## config.mk

```make
export PLATFORM = sky130hd
export DESIGN_NAME = sram_lsu
export DESIGN_NICKNAME = d
export VERILOG_FILES = /design/src/rtl/sram_lsu.sv
export SDC_FILE = /design/constraint.sdc
export NUM_CORES = 1
export LEC_CHECK = 0
export CORE_MARGIN = 2
export CORE_UTILIZATION = 41
export DETAILED_ROUTE_END_ITERATION = 7
export HOLD_SLACK_MARGIN = 0.08
export PLACE_DENSITY = 0.75
export SYNTH_ARGS = -nofsm -noshare
export SYNTH_HDL_FRONTEND = slang
export SYNTH_SLANG_ARGS = --single-unit
```

## constraint.sdc

```tcl
create_clock -name clk -period 10 [get_ports clk]
set_input_delay 1.5 -clock clk [delete_from_list [all_inputs] [get_ports clk]]
set_output_delay 1.5 -clock clk [all_outputs]
set_load 0.03 [all_outputs]
```

## src/rtl/sram_lsu.sv

```systemverilog
// Load/store unit driving the dual-port sram_4k: one request at a time, sub-word
// stores done as read-modify-write because the SRAM has no byte enables.
module sram_lsu #(
    parameter  int RAM_WIDTH = 32,
    parameter  int RAM_DEPTH = 4096,
    localparam int AW        = $clog2(RAM_DEPTH)
) (
    input  logic                 clk,
    input  logic                 rst,
    input  logic                 req_in,
    input  logic                 we_in,
    input  logic [31:0]          addr_in,
    input  logic [1:0]           size_in,
    input  logic                 unsigned_in,
    input  logic [RAM_WIDTH-1:0] wdata_in,
    output logic                 ready_out,
    output logic                 valid_out,
    output logic                 err_out,
    output logic [RAM_WIDTH-1:0] rdata_out,
    output logic [AW-1:0]        addr_a_byte_out,
    output logic [RAM_WIDTH-1:0] din_a_out,
    output logic                 we_a_out,
    output logic                 en_b_out,
    output logic [AW-1:0]        addr_b_byte_out,
    input  logic [RAM_WIDTH-1:0] dout_b_in
);

    typedef enum logic [2:0] {IDLE, RD, RD_WAIT, WR, DONE} state_t;

    localparam logic [1:0] SZ_BYTE = 2'b00;
    localparam logic [1:0] SZ_HALF = 2'b01;
    localparam logic [1:0] SZ_WORD = 2'b10;

    state_t               state;
    logic                 we_r;
    logic [1:0]           size_r;
    logic                 uns_r;
    logic [AW-1:0]        addr_r;
    logic [RAM_WIDTH-1:0] wdata_r;
    logic                 err_r;
    logic [RAM_WIDTH-1:0] res_r;
    logic                 req_err;

    function automatic logic [RAM_WIDTH-1:0] load_extract(
        input logic [RAM_WIDTH-1:0] word,
        input logic [1:0]           size,
        input logic [1:0]           off,
        input logic                 uns
    );
        logic [7:0]  b;
        logic [15:0] h;
        b = word[{off, 3'b000} +: 8];
        h = word[{off[1], 4'b0000} +: 16];
        case (size)
            SZ_BYTE: return uns ? {{(RAM_WIDTH-8){1'b0}}, b}  : {{(RAM_WIDTH-8){b[7]}}, b};
            SZ_HALF: return uns ? {{(RAM_WIDTH-16){1'b0}}, h} : {{(RAM_WIDTH-16){h[15]}}, h};
            default: return word;
        endcase
    endfunction

    // Replace only the addressed lane(s); the rest of the old word is kept.
    function automatic logic [RAM_WIDTH-1:0] store_merge(
        input logic [RAM_WIDTH-1:0] old_word,
        input logic [RAM_WIDTH-1:0] wdata,
        input logic [1:0]           size,
        input logic [1:0]           off
    );
        logic [RAM_WIDTH-1:0] w;
        w = old_word;
        case (size)
            SZ_BYTE: w[{off, 3'b000} +: 8]     = wdata[7:0];
            SZ_HALF: w[{off[1], 4'b0000} +: 16] = wdata[15:0];
            default: w = wdata;
        endcase
        return w;
    endfunction

    always_comb begin
        req_err = 1'b0;
        if (size_in == 2'b11)                           req_err = 1'b1;
        if (size_in == SZ_HALF && addr_in[0])           req_err = 1'b1;
        if (size_in == SZ_WORD && addr_in[1:0] != 2'b0) req_err = 1'b1;
        if (addr_in >= 32'(RAM_DEPTH))                  req_err = 1'b1;
    end

    // NOTE: the asynchronous reset clears we_a_out at once, so a reset landing in WR cannot leave a half-finished write behind.
    always_ff @(posedge clk or posedge rst) begin
        if (rst) begin
            state           <= IDLE;
            ready_out       <= 1'b1;
            valid_out       <= 1'b0;
            err_out         <= 1'b0;
            rdata_out       <= '0;
            addr_a_byte_out <= '0;
            din_a_out       <= '0;
            we_a_out        <= 1'b0;
            en_b_out        <= 1'b0;
            addr_b_byte_out <= '0;
            we_r            <= 1'b0;
            size_r          <= '0;
            uns_r           <= 1'b0;
            addr_r          <= '0;
            wdata_r         <= '0;
            err_r           <= 1'b0;
            res_r           <= '0;
        end else begin
            valid_out <= 1'b0;
            err_out   <= 1'b0;
            rdata_out <= '0;
            we_a_out  <= 1'b0;
            en_b_out  <= 1'b0;
            case (state)
                IDLE: begin
                    if (req_in) begin
                        we_r      <= we_in;
                        size_r    <= size_in;
                        uns_r     <= unsigned_in;
                        addr_r    <= addr_in[AW-1:0];
                        wdata_r   <= wdata_in;
                        err_r     <= req_err;
                        res_r     <= '0;
                        ready_out <= 1'b0;
                        if (req_err) begin
                            state <= DONE;
                        end else if (we_in && size_in == SZ_WORD) begin
                            state           <= WR;
                            we_a_out        <= 1'b1;
                            addr_a_byte_out <= addr_in[AW-1:0];
                            din_a_out       <= wdata_in;
                        end else begin
                            state           <= RD;
                            en_b_out        <= 1'b1;
                            addr_b_byte_out <= addr_in[AW-1:0];
                        end
                    end
                end
                RD: state <= RD_WAIT;
                RD_WAIT: begin
                    if (we_r) begin
                        state           <= WR;
                        we_a_out        <= 1'b1;
                        addr_a_byte_out <= addr_r;
                        din_a_out       <= store_merge(dout_b_in, wdata_r, size_r, addr_r[1:0]);
                    end else begin
                        state <= DONE;
                        res_r <= load_extract(dout_b_in, size_r, addr_r[1:0], uns_r);
                    end
                end
                WR: state <= DONE;
                DONE: begin
                    state     <= IDLE;
                    ready_out <= 1'b1;
                    valid_out <= 1'b1;
                    err_out   <= err_r;
                    rdata_out <= res_r;
                end
                default: state <= IDLE;
            endcase
        end
    end

endmodule

```

# After elaboration in Yosys (flattened, before gate mapping)
# Index checks and enable logic that the tools add are counted.
# totals
word_cells	96
inputBits	103
reg_bits	177
# classes
reduce_logical	13
n_eq_ne	13
shifts	6
add_sub_neg	2
n_bitwise	2
n_mux	42
n_lt_le_gt_ge	1
# ops
op	count
$mux 32	9
$pmux 32 s2	4
$bwmux 32	2
$mux 12	4
$ge 32x13->1 const B	1
$shift 16x7->32 const A	1
$shift 8x7->32 const A	1
$shiftx 16x7->32	1
$shiftx 32x6->16	1
$shiftx 32x6->8	1
$shiftx 8x7->32	1
$pmux 12 s2	1
$mux 1	15
$neg 5->7	2
$pmux 3 s4	1
$ne 2x2->1 const B	5
$mux 3	3
$eq 3x2->1 const B	2
$reduce_bool 2->1	3
$reduce_and 5->1	1
$eq 2x1->1 const B	2
$eq 2x2->1 const B	2
$pmux 1 s2	2
$reduce_and 2->1	2
9 further kinds	12

# Depth between registers and ports, before layout
# Gate-level depths: netlist of the first run.
# depth
word_depth	8
mapped_depth	10

# Worst setup path after synthesis of the first run
# OpenSTA, ideal clock, no wires.
# synth_path
kind	input to register
start	in addr_in[30]
end	reg din_a_out[12]
setup_ns	0.125
path_buffers	1
path_stages	7
path_slack_ns	7.003
arrival_ns	2.872
required_time_ns	9.875
cell_sequence	nor4_1 o211ai_2 o21bai_4 nand2_8 inv_8 buf_8 mux2_4
# synth_between
elab_chain_len	4
# synth_rtl
item	line_no	source
start, declared	12	input logic [31:0] addr_in,
$ge 32x13->1	83	if (addr_in >= 32'(RAM_DEPTH)) req_err = 1'b1;
$mux 1	83	
$ne 2x2->1 (no source line)	n/a	
$reduce_and 5->1 (no source line)	n/a	
end signal, assigned	129	din_a_out <= wdata_in;
end signal, assigned	143	din_a_out <= store_merge(dout_b_in, wdata_r, size_r, addr_r[1:0]);
end, declared	21	output logic [RAM_WIDTH-1:0] din_a_out,
# Every way passes these cells.
# A chain may end at the register's enable or synchronous reset.

# Worst setup path in the final report of the first run
# layout_path
start	in addr_in[31]
end	reg din_a_out[11]
# The elaborated chain is that of the path after synthesis.

==> results of run 1 <==
-- cells in the final DEF (no fill, tap or decap), types with 21 or more instances in the layout --
master / n
sky130_fd_sc_hd__nand2_1: 189
sky130_fd_sc_hd__a31oi_1: 21
sky130_fd_sc_hd__clkdlybuf4s50_1: 195
sky130_fd_sc_hd__and2_1: 34
sky130_fd_sc_hd__nor2_1: 48
sky130_fd_sc_hd__a221oi_1: 23
sky130_fd_sc_hd__a21oi_1: 46
sky130_fd_sc_hd__mux2_2: 37
sky130_fd_sc_hd__dfrtp_1: 176
sky130_fd_sc_hd__a221o_1: 25
-- cell families after synthesis --
kind of cell / share of synthesized area
simple gates: 0.168
compound gates: 0.165
flops: 0.519
buf+inv: 0.0432
mux: 0.0978
fa+ha+maj: 0.00733
-- per-layer routing --
layer	vias to the layer above	global-route usage	routed length, um
li1	3251	-	-
met1	3526	0.319	11000
met5	-	0	0
met2	312	0.343	11400
met3	44	0.0540	1800
met4	0	0.0786	657
-- cell type report --
cell class | count | area share
Sequential cell | 177 | 0.396
Clock buffer | 17 | 0.0380
Timing Repair Buffer | 203 | 0.180
Multi-Input combinational cell | 569 | 0.334
Inverter | 13 | 0.00547
Clock inverter | 15 | 0.0170
Tap cell | 270 | 0.0302
-- final timing paths --
| kind | end | depth (start not counted) | start | slack [ns] |
|---|---|---|---|---|
| max reg2reg | din_a_out[28] | 8 | addr_r[1] | 6.96 |
| max in group asynchronous | din_a_out[15] | 3 | rst | 6.85 |
| min | res_r[2] | 2 | res_r[2] | 0.47 |
| min reg2reg | res_r[2] | 2 | res_r[2] | 0.47 |
| min in group asynchronous | rdata_out[7] | 2 | rst | 1.60 |
| max | din_a_out[11] | 7 | addr_in[31] | 6.44 |
-- worst register-to-register path: cells and delay by family, from the launching register on --
family                   cells  cell delay [ns]
AND/OR/NAND/NOR              3             1.01
adder cells (fa/ha/maj)      1             0.43
flip-flops                   1             0.32
AO/OA/AOI/OAI                1             0.28
multiplexers                 1             0.19
buffers and inverters        2             0.77
-- stage by stage --
step	power [W]	instance area [um2]	setup slack [ns]	hold WS, ns	cells
final	0.00169	11200	6.44	0.472	1264
after global routing	0.00175	11200	6.25	0.499	1264
after CTS	0.00170	11200	6.46	0.478	1264
after detailed placement	0.00102	10600	6.02	0.462	1232
after global placement	0.00102	10600	6.08	0.456	1232
after floorplan	0.000924	8540	3.70	0.442	817
-- sequential cells by signal (all words and copies together) (netlist names), 2 cells and up --
register         count
din_a_out           32
rdata_out           32
res_r               32
wdata_r             32
addr_a_byte_out     12
addr_b_byte_out     12
addr_r              12
state                3
size_r               2
-- synth_stat cells, types with 6 or more instances --
cell type                    n
sky130_fd_sc_hd__a22oi_1    16
sky130_fd_sc_hd__a21oi_1    46
sky130_fd_sc_hd__dfrtp_1   176
sky130_fd_sc_hd__inv_1      12
sky130_fd_sc_hd__buf_2      17
sky130_fd_sc_hd__a221o_1    25
sky130_fd_sc_hd__and2_1     34
sky130_fd_sc_hd__a22o_1      7
sky130_fd_sc_hd__a222oi_1    8
sky130_fd_sc_hd__mux2_2     37
sky130_fd_sc_hd__o21ai_0    20
sky130_fd_sc_hd__nor2b_1     7
sky130_fd_sc_hd__mux2_4     16
sky130_fd_sc_hd__nor3_1      6
sky130_fd_sc_hd__a32o_1      8
sky130_fd_sc_hd__mux4_2      7
sky130_fd_sc_hd__a221oi_1   23
sky130_fd_sc_hd__clkbuf_1   30
sky130_fd_sc_hd__o22ai_1     6
sky130_fd_sc_hd__nand2_1   189
sky130_fd_sc_hd__a31oi_1    21
sky130_fd_sc_hd__nor2_1     48
-- power by group through the flow --
stage                     logic (W)  clock network (W)  registers [W]
after floorplan            0.000149                  0       0.000775
after CTS                  0.000237           0.000685       0.000774
after detailed placement   0.000236                  0       0.000787
after global placement     0.000232                  0       0.000787
after global routing       0.000260           0.000715       0.000778
final                      0.000239           0.000679       0.000776
==> summary.md, run 1 <==
| Metric | Value |
|---|---|
| Portion of the post-synthesis area used by sequential elements | 0.519 |
| Switching Fraction | 0.289 |
| Maximum clock skew at final layout | approximately 0.021 ns |
| Global Route Usage Sum | 0.226 |
| Required time of the critical path | 10.32 ns |
| Clock Tree Root | sky130_fd_sc_hd__clkbuf_16 |
| Switching component of the power | 0.000490 W |
| End-of-flow core utilization | 0.550 |
| Number of remaining DRC errors | 0 |
| # Post-CTS Setup Buffers | 0 |
| Area growth, synth to finish | 31.2% |
| Number of DRC markers in iteration 0 | 801 |
| Clk sink count | 177 |
| Post-CTS Hold Buffers | 0 |
| Clock buffer count from CTS | 17 |
| Initial standard-cell utilization of the core | 0.419 |
| Number of inserted filler cells in the final layout | 1797 |
| Worst path buffer plus inverter count | 2 |
| Type of element capturing the critical path | flip-flop |
| Final nets | 1089 |
| Number of synthesized flops with an enable pin | 0 |
| Crit path launch type | primary input |
| Critical path, cell by cell | clkdlybuf4s50_1, nor4_1, nand3_1, o21bai_4, nand2_8, inv_8, mux2_2 |
| Slowest cell delay on critical path | 0.57 ns |
| Antenna violations before repair | 0 |
| Share of power burned in registers | 0.458 |
| Number of hold-slack violations in the final timing report | 0 |
| Final-report max-slew violation count | 0 |
| Synthesis warning total | 0 |
| Drt wl/cell | 19.6 um |
| CTS tree | built |
| WP data arrival | 3.88 ns |
| Horizontal die dimension | 148 um |
| Worst hold path type | reg2reg |
| Maximum fanout along the worst path | 37 |
| Result of the run | finished, final reports clean |
| CTS-repair resized insts | 0 |
| Buffers added on ports | 195 |
| Worst-Skew Late Latency | 0.44 ns |
| Transition time at the pin with the least slew margin | between 1 and 1.5 ns |
| Via count of the first global-routing pass | 6874 |
| Post-Synthesis Cell Area | ~8500 um2 |
| Final WL | 24800 um |
| Max Clock Freq | about 0.28 GHz |
| Sum of negative setup slack | 0 ns |
| Core Footprint | just over 20000 um2 |
| Clock slew at reported path FFs | 0.07 ns |
| Leakage power total | 4.99 nW |
| Worst-case clock buffer depth | 2 |
| Final RePlAce weighted congestion | 0.915 |
| Vias after detailed routing | 7133 |
| Number of setup violations in the final report | 0 |
| Critical-path top delay cell | sky130_fd_sc_hd__o21bai_4 |
| Syn nets | 925 |
| Area used by sequential logic in the layout | 4430 um2 |
| Unrepaired setup endpoints after global routing | no |
| Synth cell types | 62 |
| Via-per-instance ratio | around 5.6 |
| Remaining antenna violation count | 0 |
| Post-synth top flop | sky130_fd_sc_hd__dfrtp_1 |
| Max-slew headroom at the worst pin | 0.196 |
| Share of post-route cells with drive strength above 1 | 0.123 |
| Maximum number of pins on one net before global-route repair | 99 |
| Die ar. | approximately 22000 um2 |
| Worst supply voltage drop on vdd | around 0.00012 V |
| Count of standard-cell rows | 52 |
| Total power per unit cell area | 151 nW/um2 |
| Die extent in y | 148 um |
| Count of maximum capacitance violations | 0 |
| Path type of the worst setup path | in2reg |
| Share of the clock period used by the worst path | 0.356 |
| Combined area of the multi-input logic cells | 3740 um2 |
| P_int | 0.00120 W |
| Inserted Diodes | 0 |
| Overflow left after global routing | 0 |
| Library cell occupying the most area in the post-synthesis netlist | sky130_fd_sc_hd__dfrtp_1 |
| Portion of total power attributed to combinational logic | 0.141 |
| Clk network pwr share | 0.401 |
| Post-synth top area share | 0.516 |
| Share of synthesized registers carrying an async set or reset | 1.00 |
| Synthesized flop and latch total | 177 |
| Count of mapped cells out of synthesis | between 800 and 900 |
| Number of top-level pins | 196 |
| Synth area leaders | sky130_fd_sc_hd__dfrtp_1 52%, sky130_fd_sc_hd__nand2_1 8.3%, sky130_fd_sc_hd__mux2_2 4.9%, sky130_fd_sc_hd__a221o_1 2.9%, sky130_fd_sc_hd__mux2_4 2.8% |
| Global-route wire length before repair | 38700 um |
| Tmin final | approximately 3.6 ns |
| Number of iterations in the first detailed-routing pass | 5 |
| Sum of net half-perimeters after detailed placement | 17300 um |
| Htree depth | 4 |
| Post-Synthesis Mean Instance Area | roughly 10 um2 |
| Dominant delay contributor by cell family on the critical path | simple AND/OR/NAND/NOR gates |
No activity file was read; power rests on OpenSTA's default activity.
==> inputs of run 2 (changes only) <==
clock period = 3.3 ns   (was 10 ns; I/O delays follow)
==> run 2 against run 1 <==
Effect of this change: global-route usage up 0.44 points; clock-buffer cell count rose by 2; register-to-register slack got worse by 6.2 ns; worst hold slack about the same; critical path depth is the same; design area grew 0.57%; largest power group unchanged; die area stayed put; clock skew grew 0.0064 ns; core utilization is 0.31 points higher.
==> summary.md, run 2 (synthesis gave the netlist of run 1 again) <==
| Metric | Value |
|---|---|
| Area used by sequential logic in the layout | 4430 um2 (unchanged) |
| Dpl cell area | 10700 um2 (+1.1%) |
| Worst reg-to-reg path cell count | 7 (-1) |
| Clock Tree Root | sky130_fd_sc_hd__clkbuf_16 |
| CTS tree | built |
| Drt wl/cell | 19.6 um (about the same) |
| Final WL | 25100 um (+1.0%) |
| Final nets | 1100 (+1.0%) |
| Clk network pwr share | 0.383 (-0.018) |
| Number of iterations in the first detailed-routing pass | 7 (+2) |
| Count of maximum capacitance violations | 0 (unchanged) |
| Core Footprint | 20400 um2 (unchanged) |
| Via count of the first global-routing pass | 7098 (+3.3%) |
| Clk sink count | 177 (unchanged) |
| Maximum fanout along the worst path | 13 (-65%) |
| Number of inserted filler cells in the final layout | 1776 (-1.2%) |
| Post-CTS Hold Buffers | 0 (unchanged) |
| Remaining antenna violation count | 0 (unchanged) |
| Critical-path top delay cell | sky130_fd_sc_hd__nor4_2 |
| Antenna violations before repair | 1 (+1) |
| Required time of the critical path | 3.68 ns (-6.64 ns) |
| Clock buffer count from CTS | 17 (unchanged) |
| Portion of total power attributed to combinational logic | 0.150 (+0.009) |
| Clock slew at reported path FFs | 0.07 ns (about the same) |
| Share of the clock period used by the worst path | 0.764 |
| Number of standard cells in the final layout excluding fillers | 1276 (+0.95%) |
| Htree depth | 4 (unchanged) |
| Number of cells on the worst hold path | 2 (unchanged) |
| Slowest cell delay on critical path | 0.62 ns (+0.05 ns) |
| Tmin final | 2.52 ns |
| Buffers added on ports | 195 (unchanged) |
| Result of the run | finished, final reports clean |
| Worst hold path type | reg2reg |
| P_int | 0.00357 W (+200%) |
| CTS-repair resized insts | 0 (unchanged) |
| Most frequent cells in the layout | 195 x sky130_fd_sc_hd__clkdlybuf4s50_1, 189 x sky130_fd_sc_hd__nand2_1, 176 x sky130_fd_sc_hd__dfrtp_1, 48 x sky130_fd_sc_hd__nor2_1, 46 x sky130_fd_sc_hd__a21oi_1 |
| End-of-flow core utilization | 0.553 (+0.00313) |
| Maximum number of pins on one net before global-route repair | 55 (-44%) |
| Number of DRC markers in iteration 0 | 808 (+0.87%) |
| Horizontal die dimension | 148 um (unchanged) |
| Sum of net half-perimeters after detailed placement | 17600 um (+2.3%) |
| Vias after detailed routing | 7262 (+1.8%) |
| Placed insts | 1243 (+0.89%) |
| Number of hold-slack violations in the final timing report | 0 (unchanged) |
| Critical path, cell by cell | inv_1, ha_1, nand2b_1, nor4_2, nand2_1, a31oi_1, mux2_2 |
| Number of remaining DRC errors | 0 (unchanged) |
| Transition time at the pin with the least slew margin | 0.961 ns (-0.245 ns) |
| Leakage power total | 5.02 nW (+0.64%) |
| Global Route Usage Sum | 0.231 (+0.00442) |
| Overflow left after global routing | 0 (unchanged) |
| Crit path launch type | flip-flop |
| Path type of the worst setup path | reg2reg |
| Die ar. | 22000 um2 (unchanged) |
| Share of power burned in registers | 0.467 (+0.009) |
| Number of top-level pins | 196 (unchanged) |
| Total power per unit cell area | 445 nW/um2 (+190%) |
| Final RePlAce weighted congestion | 0.915 (unchanged) |
| Count of standard-cell rows | 52 (unchanged) |
| Unrepaired setup endpoints after global routing | no |
| Switching component of the power | 0.00144 W (+190%) |
| Max Clock Freq | 0.397 GHz |
| Worst-Skew Late Latency | 0.45 ns (about the same) |
| Worst-case clock buffer depth | 2 (unchanged) |
| Sum of negative setup slack | 0 ns (unchanged) |
| Area growth, synth to finish | 32.0% |
| Max-slew headroom at the worst pin | 0.359 (+0.164) |
| Most common cell after layout, fill and taps aside | sky130_fd_sc_hd__clkdlybuf4s50_1 |
| Overall power after layout | 0.00501 W (+200%) |
| Share of post-route cells with drive strength above 1 | 0.130 (+0.00761) |
| Die extent in y | 148 um (unchanged) |
| Combined area of the multi-input logic cells | 3740 um2 (unchanged) |
| WP data arrival | 2.90 ns (-0.98 ns) |
| Maximum clock skew at final layout | 0.0279 ns (+0.00640 ns) |
| Final instance area | 11300 um2 (+0.57%) |
| Worst supply voltage drop on vdd | 0.000300 V (+150%) |
| Initial standard-cell utilization of the core | 0.419 (unchanged) |
| # Post-CTS Setup Buffers | 0 (unchanged) |
| Via-per-instance ratio | 5.69 (+0.85%) |
| Type of element capturing the critical path | flip-flop |
| Global-route wire length before repair | 39300 um (+1.6%) |
| Final-report max-slew violation count | 0 (unchanged) |
| Switching Fraction | 0.288 (-0.00128) |
| Number of setup violations in the final report | 0 (unchanged) |
## run 2: changes by cell type in the layout (fill, tap and decap cells not counted), sizes merged
cell | previous run | this run
inv | 20 | 19
bufinv | 1 | 0
clkbuf | 17 | 19
clkinvlp | 1 | 4
buf | 8 | 19
diode | 0 | 1
clkinv | 6 | 3
## run 2: per-layer routing
metal,track usage,share of wire,up-vias,wire [um]
li1,-,-,3276,-
met1,0.328,0.42,3522,10500
met2,0.350,0.46,399,11400
met3,0.0445,0.092,65,2300
met4,0.0910,0.033,0,822
met5,0,0,-,0
## run 2: power groups by stage
stage          sequential (W)  combinational (W)  clock, W
2_1_floorplan         0.00235           0.000452         0
6_report              0.00234           0.000753   0.00192
3_3_place_gp          0.00237           0.000731         0
3_5_place_dp          0.00237           0.000743         0
5_1_grt               0.00235           0.000821   0.00203
4_1_cts               0.00234           0.000747   0.00195
## run 2: path summary, 6_finish.rpt
kind,startpoint,endpoint,slack (ns)
setup / recovery,addr_r[1],din_a_out[29],0.78
hold / removal,err_r,err_r,0.47
setup reg to reg,addr_r[1],din_a_out[29],0.78
hold reg to reg,err_r,err_r,0.47
max in group asynchronous,rst,wdata_r[5],1.98
min in group asynchronous,rst,rdata_out[0],0.59
## run 2: cell type report
cell class,instances,share of cell area
clock inverter,13,0.0111
inverter,13,0.00533
sequential,177,0.393
tap,270,0.0300
multi-input combinational,569,0.332
timing repair buffer,214,0.189
clock buffer,19,0.0384
antenna,1,0.000222
## run 2: per-stage QoR
stage               hold WS [ns]  worst slack (ns)
floorplan                  0.442             0.539
global placement           0.456             0.674
detailed placement         0.462             0.633
CTS                        0.479             0.832
global route               0.498             0.648
finish                     0.472             0.778
## run 2: worst max-delay path: cells and delay by family, from the launching register on
family / cells / cell delay (ns)
multiplexers: 1 / 0.20
buffers and inverters: 1 / 0.35
AO/OA/AOI/OAI: 1 / 0.27
AND/OR/NAND/NOR: 3 / 0.90
adder cells (fa/ha/maj): 1 / 0.36
flip-flops: 1 / 0.38
